$ cat src/rtl/fetch_stage_pkg.sv
`default_nettype none
// ============================================================================
// Module   : fetch_stage_pkg
// Desc     : Shared widths, frontend latency and fetch state encodings.
// Revision : 1.0 - initial release
// ============================================================================
package fetch_stage_pkg;

    localparam int c_IMEM_ADDR_WIDTH = 16;
    localparam int c_INSTR_WIDTH     = 32;
    localparam int c_IMEM_RD_LATENCY = 2;

    localparam logic [1:0] c_FETCH_IDLE = 2'd0;
    localparam logic [1:0] c_FETCH_RUN  = 2'd1;
    localparam logic [1:0] c_FETCH_HALT = 2'd2;

endpackage
`default_nettype wire

$ cat src/rtl/fetch_fifo.sv
`default_nettype none
// ============================================================================
// Module   : fetch_fifo
// Desc     : First-word-fall-through instruction buffer with synchronous flush.
// Revision : 1.0 - initial release
// ============================================================================
module fetch_fifo
    import fetch_stage_pkg::*;
#(
    parameter int WIDTH = 48,
    parameter int DEPTH = 4,
    localparam int PTR_W = $clog2(DEPTH),
    localparam int CNT_W = $clog2(DEPTH + 1)
) (
    input  logic             clk,
    input  logic             rst,
    input  logic             flush,
    input  logic             push,
    input  logic [WIDTH-1:0] din,
    input  logic             pop,
    output logic [WIDTH-1:0] dout,
    output logic             full,
    output logic             empty,
    output logic [CNT_W-1:0] count
);

    logic [WIDTH-1:0] r_mem [DEPTH];
    logic [PTR_W-1:0] r_wr_ptr;
    logic [PTR_W-1:0] r_rd_ptr;
    logic [CNT_W-1:0] r_count;
    logic             w_push_en;
    logic             w_pop_en;

    assign full      = (r_count == CNT_W'(DEPTH));
    assign empty     = (r_count == '0);
    assign count     = r_count;
    assign dout      = r_mem[r_rd_ptr];
    assign w_pop_en  = pop & ~empty;
    // A pop in the same cycle frees the slot, so push-while-full is fine then.
    assign w_push_en = push & (~full | w_pop_en);

    always_ff @(posedge clk or posedge rst) begin
        if (rst) begin
            r_wr_ptr <= '0;
            r_rd_ptr <= '0;
            r_count  <= '0;
        end else if (flush) begin
            r_wr_ptr <= '0;
            r_rd_ptr <= '0;
            r_count  <= '0;
        end else begin
            if (w_push_en) r_wr_ptr <= r_wr_ptr + PTR_W'(1);
            if (w_pop_en)  r_rd_ptr <= r_rd_ptr + PTR_W'(1);
            case ({w_push_en, w_pop_en})
                2'b10:   r_count <= r_count + CNT_W'(1);
                2'b01:   r_count <= r_count - CNT_W'(1);
                default: r_count <= r_count;
            endcase
        end
    end

    always_ff @(posedge clk) begin
        if (w_push_en) r_mem[r_wr_ptr] <= din;
    end

    a_no_overflow: assert property (@(posedge clk) disable iff (rst)
        !(push && full && !pop && !flush));

endmodule
`default_nettype wire

$ cat src/rtl/fetch_stage.sv
`default_nettype none
// ============================================================================
// Module   : fetch_stage
// Desc     : Sequential instruction fetch with credit-limited reads, redirect
//            discard of stale responses and a FWFT buffer toward decode.
// Revision : 1.0 - initial release
// ============================================================================
module fetch_stage
    import fetch_stage_pkg::*;
#(
    parameter int ADDR_W       = c_IMEM_ADDR_WIDTH,
    parameter int INSTR_W      = c_INSTR_WIDTH,
    parameter int FIFO_DEPTH   = 4,
    parameter int MAX_INFLIGHT = 4
) (
    input  logic               clk,
    input  logic               rst,
    input  logic               fe_ready,
    output logic [ADDR_W-1:0]  fe_addr,
    output logic               fe_valid,
    input  logic [INSTR_W-1:0] fe_data,
    input  logic               fe_rvalid,
    input  logic [ADDR_W-1:0]  fe_raddr,
    output logic [INSTR_W-1:0] dec_instr,
    output logic [ADDR_W-1:0]  dec_pc,
    output logic               dec_valid,
    input  logic               dec_ready,
    input  logic               redirect_valid,
    input  logic [ADDR_W-1:0]  redirect_addr,
    input  logic               halt,
    output logic               fetch_busy
);

    localparam int          c_INF_W   = $clog2(MAX_INFLIGHT + 1);
    localparam int          c_CNT_W   = $clog2(FIFO_DEPTH + 1);
    localparam int          c_ENTRY_W = INSTR_W + ADDR_W;
    localparam logic [31:0] c_DEPTH_U = FIFO_DEPTH;
    localparam logic [31:0] c_MAXI_U  = MAX_INFLIGHT;

    logic [1:0]           r_state;
    logic [1:0]           w_state_nxt;
    logic [ADDR_W-1:0]    r_pc;
    logic [ADDR_W-1:0]    r_resp_pc;
    logic [c_INF_W-1:0]   r_inflight;
    logic [c_INF_W-1:0]   r_drop_cnt;
    logic                 w_issue;
    logic                 w_start;
    logic                 w_abort;
    logic                 w_redirect;
    logic                 w_credit;
    logic                 w_resp;
    logic                 w_dropping;
    logic                 w_push;
    logic                 w_pop;
    logic                 w_fifo_full;
    logic                 w_fifo_empty;
    logic [c_CNT_W-1:0]   w_fifo_count;
    logic [c_ENTRY_W-1:0] w_head;

    // Responses arriving with nothing tracked (stale after an abort) are ignored.
    assign w_resp     = fe_rvalid & (r_inflight != '0);
    assign w_dropping = (r_drop_cnt != '0);
    assign w_credit   = ((32'(r_inflight) + 32'(w_fifo_count)) < c_DEPTH_U) &&
                        (32'(r_inflight) < c_MAXI_U);
    assign w_push     = w_resp & ~w_dropping & ~w_redirect & ~w_abort;
    assign w_pop      = dec_ready & ~w_fifo_empty;

    always_ff @(posedge clk or posedge rst) begin
        if (rst) r_state <= c_FETCH_IDLE;
        else     r_state <= w_state_nxt;
    end

    always_comb begin
        w_state_nxt = r_state;
        w_issue     = 1'b0;
        w_start     = 1'b0;
        w_abort     = 1'b0;
        w_redirect  = 1'b0;
        case (r_state)
            c_FETCH_IDLE: begin
                if (fe_ready) begin
                    w_state_nxt = c_FETCH_RUN;
                    w_start     = 1'b1;
                end
            end
            c_FETCH_RUN: begin
                if (!fe_ready) begin
                    w_state_nxt = c_FETCH_IDLE;
                    w_abort     = 1'b1;
                end else if (redirect_valid) begin
                    w_redirect  = 1'b1;
                end else if (halt) begin
                    w_state_nxt = c_FETCH_HALT;
                end else begin
                    w_issue     = w_credit;
                end
            end
            c_FETCH_HALT: begin
                if (!fe_ready) w_state_nxt = c_FETCH_IDLE;
            end
            default: w_state_nxt = c_FETCH_IDLE;
        endcase
    end

    always_ff @(posedge clk or posedge rst) begin
        if (rst) begin
            r_pc       <= '0;
            r_resp_pc  <= '0;
            r_inflight <= '0;
            r_drop_cnt <= '0;
        end else if (w_abort) begin
            r_inflight <= '0;
            r_drop_cnt <= '0;
        end else begin
            if (w_start) begin
                r_pc      <= '0;
                r_resp_pc <= '0;
            end else if (w_redirect) begin
                // Every read still outstanding after this cycle predates the jump.
                r_pc       <= redirect_addr;
                r_resp_pc  <= redirect_addr;
                r_drop_cnt <= r_inflight - c_INF_W'(w_resp);
            end else begin
                if (w_issue) r_pc      <= r_pc + ADDR_W'(1);
                if (w_push)  r_resp_pc <= r_resp_pc + ADDR_W'(1);
                if (w_resp && w_dropping) r_drop_cnt <= r_drop_cnt - c_INF_W'(1);
            end
            case ({w_issue, w_resp})
                2'b10:   r_inflight <= r_inflight + c_INF_W'(1);
                2'b01:   r_inflight <= r_inflight - c_INF_W'(1);
                default: r_inflight <= r_inflight;
            endcase
        end
    end

    fetch_fifo #(
        .WIDTH (c_ENTRY_W),
        .DEPTH (FIFO_DEPTH)
    ) u_fifo (
        .clk   (clk),
        .rst   (rst),
        .flush (w_abort | w_redirect),
        .push  (w_push),
        .din   ({fe_data, r_resp_pc}),
        .pop   (w_pop),
        .dout  (w_head),
        .full  (w_fifo_full),
        .empty (w_fifo_empty),
        .count (w_fifo_count)
    );

    assign fe_valid   = w_issue;
    assign fe_addr    = r_pc;
    assign dec_valid  = ~w_fifo_empty;
    assign dec_instr  = w_fifo_empty ? '0 : w_head[c_ENTRY_W-1 -: INSTR_W];
    assign dec_pc     = w_fifo_empty ? '0 : w_head[ADDR_W-1:0];
    assign fetch_busy = (r_inflight != '0) | ~w_fifo_empty;

    a_resp_addr: assert property (@(posedge clk) disable iff (rst)
        w_push |-> (fe_raddr == r_resp_pc));
    a_credit: assert property (@(posedge clk) disable iff (rst)
        !(w_push && w_fifo_full && !w_pop));

endmodule
`default_nettype wire

$ cat config.mk
export PLATFORM = sky130hd
export DESIGN_NAME = fetch_stage
export DESIGN_NICKNAME = d
export VERILOG_FILES = /design/src/rtl/fetch_stage_pkg.sv /design/src/rtl/fetch_fifo.sv /design/src/rtl/fetch_stage.sv
export SDC_FILE = /design/constraint.sdc
export NUM_CORES = 1
export LEC_CHECK = 0
export CAP_MARGIN = 20
export CORE_MARGIN = 4
export CORE_UTILIZATION = 55
export CTS_CLUSTER_DIAMETER = 200
export CTS_CLUSTER_SIZE = 12
export DETAILED_ROUTE_END_ITERATION = 12
export GPL_TIMING_DRIVEN = 0
export PLACE_DENSITY = 0.8
export SYNTH_ARGS = -nofsm -noshare
export SYNTH_HDL_FRONTEND = slang
export SYNTH_SLANG_ARGS = --single-unit
$ cat constraint.sdc
create_clock -name clk -period 3.5 [get_ports clk]
set_clock_uncertainty 0.2 [all_clocks]
set_input_delay 1.05 -clock clk [delete_from_list [all_inputs] [get_ports clk]]
set_output_delay 1.05 -clock clk [all_outputs]
set_load 0.02 [all_outputs]
[After elaboration in Yosys (flattened, before gate mapping)]
Memory sizes are Yosys's and may differ from the RTL's.
Index checks and enable logic that the tools add are counted.
W data, S select, Z words.
Word-level totals
  bits in writable memories: 192
  word-level logic and storage cells: 105
  input port bits: 71
  memories kept: 1
  flip-flop bits (word level): 47
  output and inout port bits: 67
Memories
  u_fifo.r_mem: words 4, width 48, read ports 1, clocked after memory_dff 0, wr ports 1, line fetch_fifo.sv:27  | logic [WIDTH-1:0] r_mem [DEPTH];
Cells by class
  reductions and logical operators: 17
  $add $sub $neg: 11
  equality and inequality tests: 12
  bitwise logic cells: 15
  multiplexer cells: 39
  $lt $le $gt $ge: 2
Operator list (number)
  $mux W16: 7
  $add A16 B1 Y16 const B: 2
  $mux W32: 1
  $reduce_bool A3 Y1: 7
  $mux W2: 9
  $mux W3: 6
  $mux W1: 13
  $pmux W3 S2: 2
  $sub A3 B1 Y3 const B: 3
  $and A1 B1 Y1: 7
  $add A3 B1 Y3 const B: 2
  $eq A2 B1 Y1 const B: 3
  $eq A2 B2 Y1 const B: 3
  $ne A3 B3 Y1 const B: 2
  $pmux W2 S3: 1
  $reduce_and A2 Y1: 3
  $not A1 Y1: 5
  $add A2 B1 Y2 const B: 2
  $add A3 B3 Y4: 1
  $lt A4 B3 Y1 const B: 1
  $ne A2 B2 Y1 const B: 2
  $reduce_and A4 Y1: 1
  $reduce_bool A2 Y1: 2
  $eq A3 B3 Y1 const B: 1
  7 further kinds: 10

[Logic depth before layout (Yosys ltp)]
  word-level depth: 10
  gate-level depth with buffers: 10
  mapped depth without buffers: 10

[By module]
From an unflattened synthesis, not the netlist that was laid out.
Second synthesis, totals
  cells, all modules: 681
  area total of the unflattened synthesis: 10506.3 um^2
Modules (own cells, without submodules)
  fetch_fifo: area an instance 7469.7 um^2, instances 1, cells each 314, sequential area each 5940.7 um^2
  fetch_stage: area an instance 3036.7 um^2, instances 1, cells each 367, sequential area each 1001.0 um^2

[Least setup slack after synthesis]
Ideal clock, no wire load.
  kind: input port to flip-flop
  start: input fe_ready
  end: memory u_fifo.r_mem[1][0] (enable)
  path slack: -0.025 ns
  cell stages on the path: 4
  buffers on the path: 0
  data required time: 2.890 ns
  library setup time: 0.410 ns
  arrival time: 2.914 ns
  cell sequence: nor2b_1 o211ai_2 nor2_1 and2_1
On the way
  cells in the longest elaborated chain, start to end: 8
  elaborated cells between the ends (all ways): 11
  those cells by class: mux: 6; bitwise: 5
Ends and longest elaborated chain
  start: declaration: line fetch_stage.sv:18  | input logic fe_ready,
  $mux W1: line fetch_stage.sv:87  | if (!fe_ready) begin
  $mux W1: line fetch_stage.sv:79  | case (r_state)
  $not A1 Y1: line fetch_stage.sv:65  | assign w_push = w_resp & ~w_dropping & ~w_redirect & ~w_abort;
  $and A1 B1 Y1: line fetch_stage.sv:65
  $and A1 B1 Y1 *: line fetch_stage.sv:65
  $and A1 B1 Y1 *: line fetch_fifo.sv:40  | assign w_push_en = push & (~full | w_pop_en);
  $mux W1 *: line fetch_fifo.sv:63  | if (w_push_en) r_mem[r_wr_ptr] <= din;
  $mux W1 (implied by the code) *: line fetch_fifo.sv:63
  end: declaration: line fetch_fifo.sv:27
Mark *: on every way between the ends. The rest lies on a longest branch, timed or not.

[Worst setup path in the final report]
  start: register u_fifo.r_count[1] (netlist: u_fifo.count[1])
  end: output fetch_busy
On the way
  cells in the longest elaborated chain, start to end: 3
Ends and longest elaborated chain
  start: declaration: line fetch_fifo.sv:30  | logic [CNT_W-1:0] r_count;
  start signal: assignment: line fetch_fifo.sv:55  | 2'b10: r_count <= r_count + CNT_W'(1);
  start signal: assignment: line fetch_fifo.sv:56  | 2'b01: r_count <= r_count - CNT_W'(1);
  start signal: assignment: line fetch_fifo.sv:57  | default: r_count <= r_count;
  $logic_not A3 Y1: line fetch_fifo.sv:35  | assign empty = (r_count == '0);
  $not A1 Y1: line fetch_stage.sv:157  | assign fetch_busy = (r_inflight != '0) | ~w_fifo_empty;
  $or A1 B1 Y1: line fetch_stage.sv:157
  end: declaration: line fetch_stage.sv:31  | output logic fetch_busy
No other way between the ends.

==> metrics.txt <==
status=finished, final reports clean; RR Startpoint=r_inflight[2]; H-tree depth=1; Distinct cells, synth=61; gr usage total=0.226; DIE WIDTH=145 um; Sw Pwr=3040 uW; total gr overflow=0; via count=6481; Post-DRT Antenna Nets=0; area post-placement=0.0119 mm2; power after layout=9340 uW; final instance area=0.0127 mm2; combinational group share of total power=0.368; P_int=6300 uW; flops & latches, synth=239; via-per-instance ratio=6.10; Placeable Area=0.0182 mm2; Sequential Power Share=0.396; drt initial violations=656; reg-to-reg endpoint=r_inflight[2]; # rows=49; CP max FO=5; Slew HR=0.551; Synth area leaders=edfxtp_1 56%, dfrtp_1 11%, mux4_2 10%, and2_1 3.3%, a21oi_1 1.7%; CTS root buf=clkbuf_16; total CTS buffers=23; min Tclk post-route=3470 ps; largest net degree at the start of global routing=36; most frequent cells after synthesis=192 x edfxtp_1, 55 x and2_1, 48 x mux4_2; worst reg2reg path depth=11; WP data required=2250 ps; Nets=903; vias in the first global route=6705; Register Area=0.00695 mm2; cell accounting for the most synthesized area=edfxtp_1; WP buf/inv=2; area share of the largest cell type after synthesis=0.559; HP Class=reg2reg; CTS tree=built; CP Capture Type=output pin; Synth async-reset ratio=0.197; synthesized area=0.0103 mm2; Final Hold Viols=0; total clock sinks=239; area of the multi-input gates=0.00322 mm2; YS warnings=0; clock share of power=0.236; first-pass GRT wire length=36600 um; top_reg_cell synth=edfxtp_1; Tcrit/Tclk final=0.990; Die Area=0.0210 mm2; critical path startpoint category=flip-flop; crit path DAT=2220 ps; final setup fails=0; chip height=145 um; Post-Layout Cell Count=1063; io pins=138; critical path class=reg2out; pwr dens=735 mW/mm2; antenna violations before repair=0; Syn Inst Count=654; hold depth=1; first-pass detailed-route iteration total=5; Fmax=289 MHz; clk_lat worst skew=500 ps; Pleak=0.00452 uW; cell with the most instances after synthesis=edfxtp_1; Hold EP=r_drop_cnt[1]; total length of routed wires=23500 um; HPWL Detailed=15300 um; switching share of power=0.326; hold wc startpoint=r_drop_cnt[1]; CP max-delay cell=or3_4; drc violations=0; cell family with most CP delay=simple AND/OR/NAND/NOR gates; Slew @ Worst Pin=668 ps; worst hold slack=310 ps; port bufs=121; CP peak stage delay=450 ps; Clock Path Buffers=3; crit-path cells=or3_4 > buf_4 > or4_1 > clkdlybuf4s15_2; Routability Congestion=0.906; r2r setup slk=420 ps; Initial Util=0.566; Seq/Total Area, Yosys=0.674; Max VDD drop=0.316 mV; Worst-path clk slew=60 ps; max-slew violations=0; Area Growth Syn to Fin=23.3%; Max-Cap Viols=0; EDFF count, synth=192; share of layout cells above drive strength 1=0.186; syn_nets=739; ant diodes=0; CP startpoint=u_fifo.count[1]; Hold-fix buffers, CTS=0; Syn Area/Cell=15.8 um2; wire per inst=22.1 um; cell count after placement=1009; fill count=1174
==> final cells by class <==
class | instances | share of cell area
buffer | 27 | 0.0165
multi-input combinational | 374 | 0.253
timing repair buffer | 140 | 0.106
tap | 229 | 0.0226
clock buffer | 41 | 0.0506
inverter | 13 | 0.00443
sequential | 239 | 0.547
==> cell families (layout without fill, tap and decap cells) <==
group           Yosys count  in the layout  share of synthesized area
flops                   239            239                      0.674
simple gates            194            194                      0.106
compound gates          101            101                     0.0634
mux                      52             52                      0.109
buf+inv                  41            221                     0.0164
fa+ha+maj                14             14                     0.0185
xor+xnor                 13             13                     0.0129
==> per-stage QoR <==
stage                     setup slack, ps   util  setup TNS (ps)
after global placement              -1160  0.648         -154080
after global routing                -10.4  0.698           -24.0
after CTS                            -202  0.695            -202
after floorplan                       274      -               0
final                                34.6  0.698               0
after detailed placement            -1180  0.654          -97380
==> timing repair <==
item	4_1_cts	5_1_grt
pin swaps	2	3
endpoints found under the setup margin	166	148
buffers inserted	6	7
resized for setup	124	38
==> power groups by stage <==
stage / clock, uW / sequential [uW] / combinational, uW
final: 2200 / 3700 / 3430
after floorplan: 0 / 3700 / 2080
after CTS: 2240 / 3690 / 3420
after global routing: 2360 / 3730 / 3700
after global placement: 0 / 3700 / 3370
after detailed placement: 0 / 3730 / 3470
==> flip-flops by register name (all words and copies together), names as in the netlist <==
name / count
u_fifo.r_rd_ptr: 2
r_resp_pc: 16
r_state: 2
r_inflight: 3
fe_addr: 16
u_fifo.count: 3
u_fifo.r_mem: 192
u_fifo.r_wr_ptr: 2
r_drop_cnt: 3
==> cell usage in the layout (no fill, tap or decap), types with 12 or more instances in the layout <==
cell,synthesis,routed
nor2_1,24,24
buf_4,0,16
o21ai_0,27,27
dfrtp_1,47,42
clkbuf_1,14,25
edfxtp_1,192,192
nor3_1,17,17
nand2_1,34,34
a21oi_1,35,35
clkdlybuf4s15_1,0,15
dlygate4sd2_1,0,16
clkbuf_16,0,23
clkdlybuf4s50_1,0,68
mux4_2,48,48
and2_1,55,51
nand3_1,12,12
clkbuf_2,0,14
==> per-layer routing <==
metal	share of wire	routed length, um	global-route usage	vias up
met5	0	0	0	-
met3	0.081	1910	0.0381	40
li1	-	-	-	2884
met2	0.50	11700	0.389	327
met4	0.016	375	0.0501	0
met1	0.41	9520	0.307	3230
==> worst max-delay path by stage <==
stage | slack (ps) | endpoint | depth (start not counted)
detailed placement | -1180 | fe_valid | 6
finish | 30 | fetch_busy | 4
CTS | -200 | fe_valid | 6
floorplan | 270 | fe_valid | 4
global placement | -1160 | fe_valid | 6
global route | -10 | fetch_busy | 4
Note: power is estimated with default switching activity, not from simulation.
==> variant (config.mk and constraints unchanged) <==
Change the package constant `c_IMEM_ADDR_WIDTH` from 16 to 17.
--- a/src/rtl/fetch_stage_pkg.sv
+++ b/src/rtl/fetch_stage_pkg.sv
@@ -8,3 +8,3 @@
 
-    localparam int c_IMEM_ADDR_WIDTH = 16;
+    localparam int c_IMEM_ADDR_WIDTH = 17;
     localparam int c_INSTR_WIDTH     = 32;
Ports: changed (resized dec_pc, fe_addr, fe_raddr and redirect_addr); port bits go from 138 to 142. No check against the original RTL was run, so the function may have changed too.
==> variant against the original RTL <==
- the flow now finishes with violations (negative setup slack)
- critical path depth unchanged
- cell area increased by 5.3%
- sequential cell count increased by 6
- final cell count increased by 8.9%
- first-iteration DRC count decreased by 14%
- via count increased by 8.0%
- area after synthesis increased by 5.4%
- non-clock buffer count increased by 7
- register-to-register slack got worse by 0.10 ns
- total power decreased by 8.4%
- wire length increased by 5.0%
- count of clock-buffer cells in the layout increased by 2
- setup slack got worse by 0.086 ns
- critical endpoint is now fe_valid
==> variant: results (changes against the original RTL) <==
[sta]
tightest_slew_ns=0.8123  ; +0.1445 ns
worst_slack_ns=-0.05166  ; -0.08628 ns
setup_viol=1  ; +1
whs_ns=0.3313  ; +0.02119 ns
finalSetupTns_ns=-0.05166  ; -0.05166 ns

[logic_synthesis]
yosysMostFrequentCell=edfxtp_1
synth_warnings=0  ; unchanged
syn_nets=802  ; +8.5%
synth_cell_types=68  ; +11%
synthCells=715  ; +9.3%
synth-seq-area-share=0.6546  ; -0.01902
synth_edf_count=196  ; +2.1%
async_reset_ff_frac=0.2000  ; +0.003347
yosys-top-cells-count=edfxtp_1, and2_1, dfrtp_1, mux4_2, nand2_1
synthTopCellsByArea=edfxtp_1, dfrtp_1, mux4_2

[global_routing]
grt_max_degree=41  ; +14%
grt_antenna_before_repair=0  ; unchanged
grt_pass1_wl_um=38330  ; +4.8%
grt_use_total=0.2179  ; -0.007959

[setup_path]
cp_top_family=simple AND/OR/NAND/NOR gates
cp_max_fo=7  ; +2
slowest_delay_ns=0.58  ; +0.13 ns
rrSetupSlack_ns=0.32  ; -0.10 ns
worstPathArrival_ns=2.30  ; +0.08 ns
cp_slowest_cell=or4b_4

[placement]
gp_congestion=0.9238  ; +2.0%
pre_cts_ws_ns=-1.036  ; +0.1399 ns
hpwl_um=15900  ; +3.9%
portBuffers=122  ; +0.83%
placedCellCount=1107  ; +9.7%
placed_area_um2=12530  ; +5.3%

[clocking]
post_cts_buffers=1  ; -5
numCtsBuffers=24  ; +4.3%
clockBufferDepth=3  ; unchanged
clkLatencyLatePin_ns=0.50  ; about the same
path_clk_slew_ns=0.06  ; about the same
cts_htree_levels=1  ; unchanged
cts_resized=102  ; -18%

[worst_hold_path]
hp-class=reg -> reg

[routing]
via_count=6999  ; +8.0%
drtIter0Drc=565  ; -14%
dr.pass1.iters=5  ; unchanged
routedWlPerCell_um=21.32  ; -3.6%

[pwr]
intPower_mw=6.009  ; -4.6%
leakagePower_nw=4.683  ; +3.6%
combPwrFrac=0.301  ; -0.067
swShare=0.2975  ; -0.02821
peakVddDrop_v=0.0003338  ; +5.6%
p_seq_frac=0.426  ; +0.030

[final_layout]
regMostFlops=u_fifo.r_mem
drive_above_1_share=0.1669  ; -0.01900
antenna-diode-count=0  ; unchanged
largest_register_ffs=196  ; +2.1%
nets=962  ; +6.5%
fin_cells=1158  ; +8.9%

[run_status]
failed_checks=negative setup slack
status=finished, violations left

==> variant: final cells by class <==
cell class	count	area, um2
sequential	245	7116
timing repair buffer	137	1356
clock inverter	1	8.758
tap	265	331.6
fill	1338	6081
buffer	37	235.2
inverter	20	75.07
clock buffer	43	693.2
multi-input combinational	410	3566
==> variant: tightest hold or removal path, delay by kind of cell (launching register included) <==
kind / cells / cell delay [ns]
flops: 1 / 0.32
mux: 1 / 0.12
buf+inv: 1 / 0.05
==> variant: worst paths after layout <==
| path | startpoint | to | cells past startpoint |
|---|---|---|---|
| max in group asynchronous | rst | fe_addr[13]$_DFFE_PP0P_ | 3 |
| max reg2reg | r_drop_cnt[0]$_DFFE_PP0P_ | u_fifo.r_mem[2][29]$_DFFE_PP_ | 7 |
| min reg2reg | r_drop_cnt[1]$_DFFE_PP0P_ | r_drop_cnt[1]$_DFFE_PP0P_ | 2 |
| min | r_drop_cnt[1]$_DFFE_PP0P_ | r_drop_cnt[1]$_DFFE_PP0P_ | 2 |
| min in group asynchronous | rst | u_fifo.count[2]$_DFFE_PP0P_ | 2 |
| max | redirect_valid | fe_valid | 4 |
==> variant: metal layers <==
layer / vias to the layer above / GRT usage / wire length (um)
li1: 3170 / - / -
met1: 3443 / 0.3145 / 10520
met2: 333 / 0.3569 / 11940
met3: 53 / 0.02925 / 1689
met4: 0 / 0.05681 / 539
met5: - / 0 / 0
==> variant: kinds of logic (layout without fill, tap and decap cells) <==
family / Yosys count / in the layout / share of synthesized area
flip-flops: 245 / 245 / 0.6546
AND/OR/NAND/NOR: 209 / 209 / 0.1086
AO/OA/AOI/OAI: 127 / 127 / 0.08649
buffers and inverters: 60 / 238 / 0.02154
multiplexers: 54 / 54 / 0.1064
adder cells (fa/ha/maj): 14 / 14 / 0.01751
XOR/XNOR: 6 / 6 / 0.004838
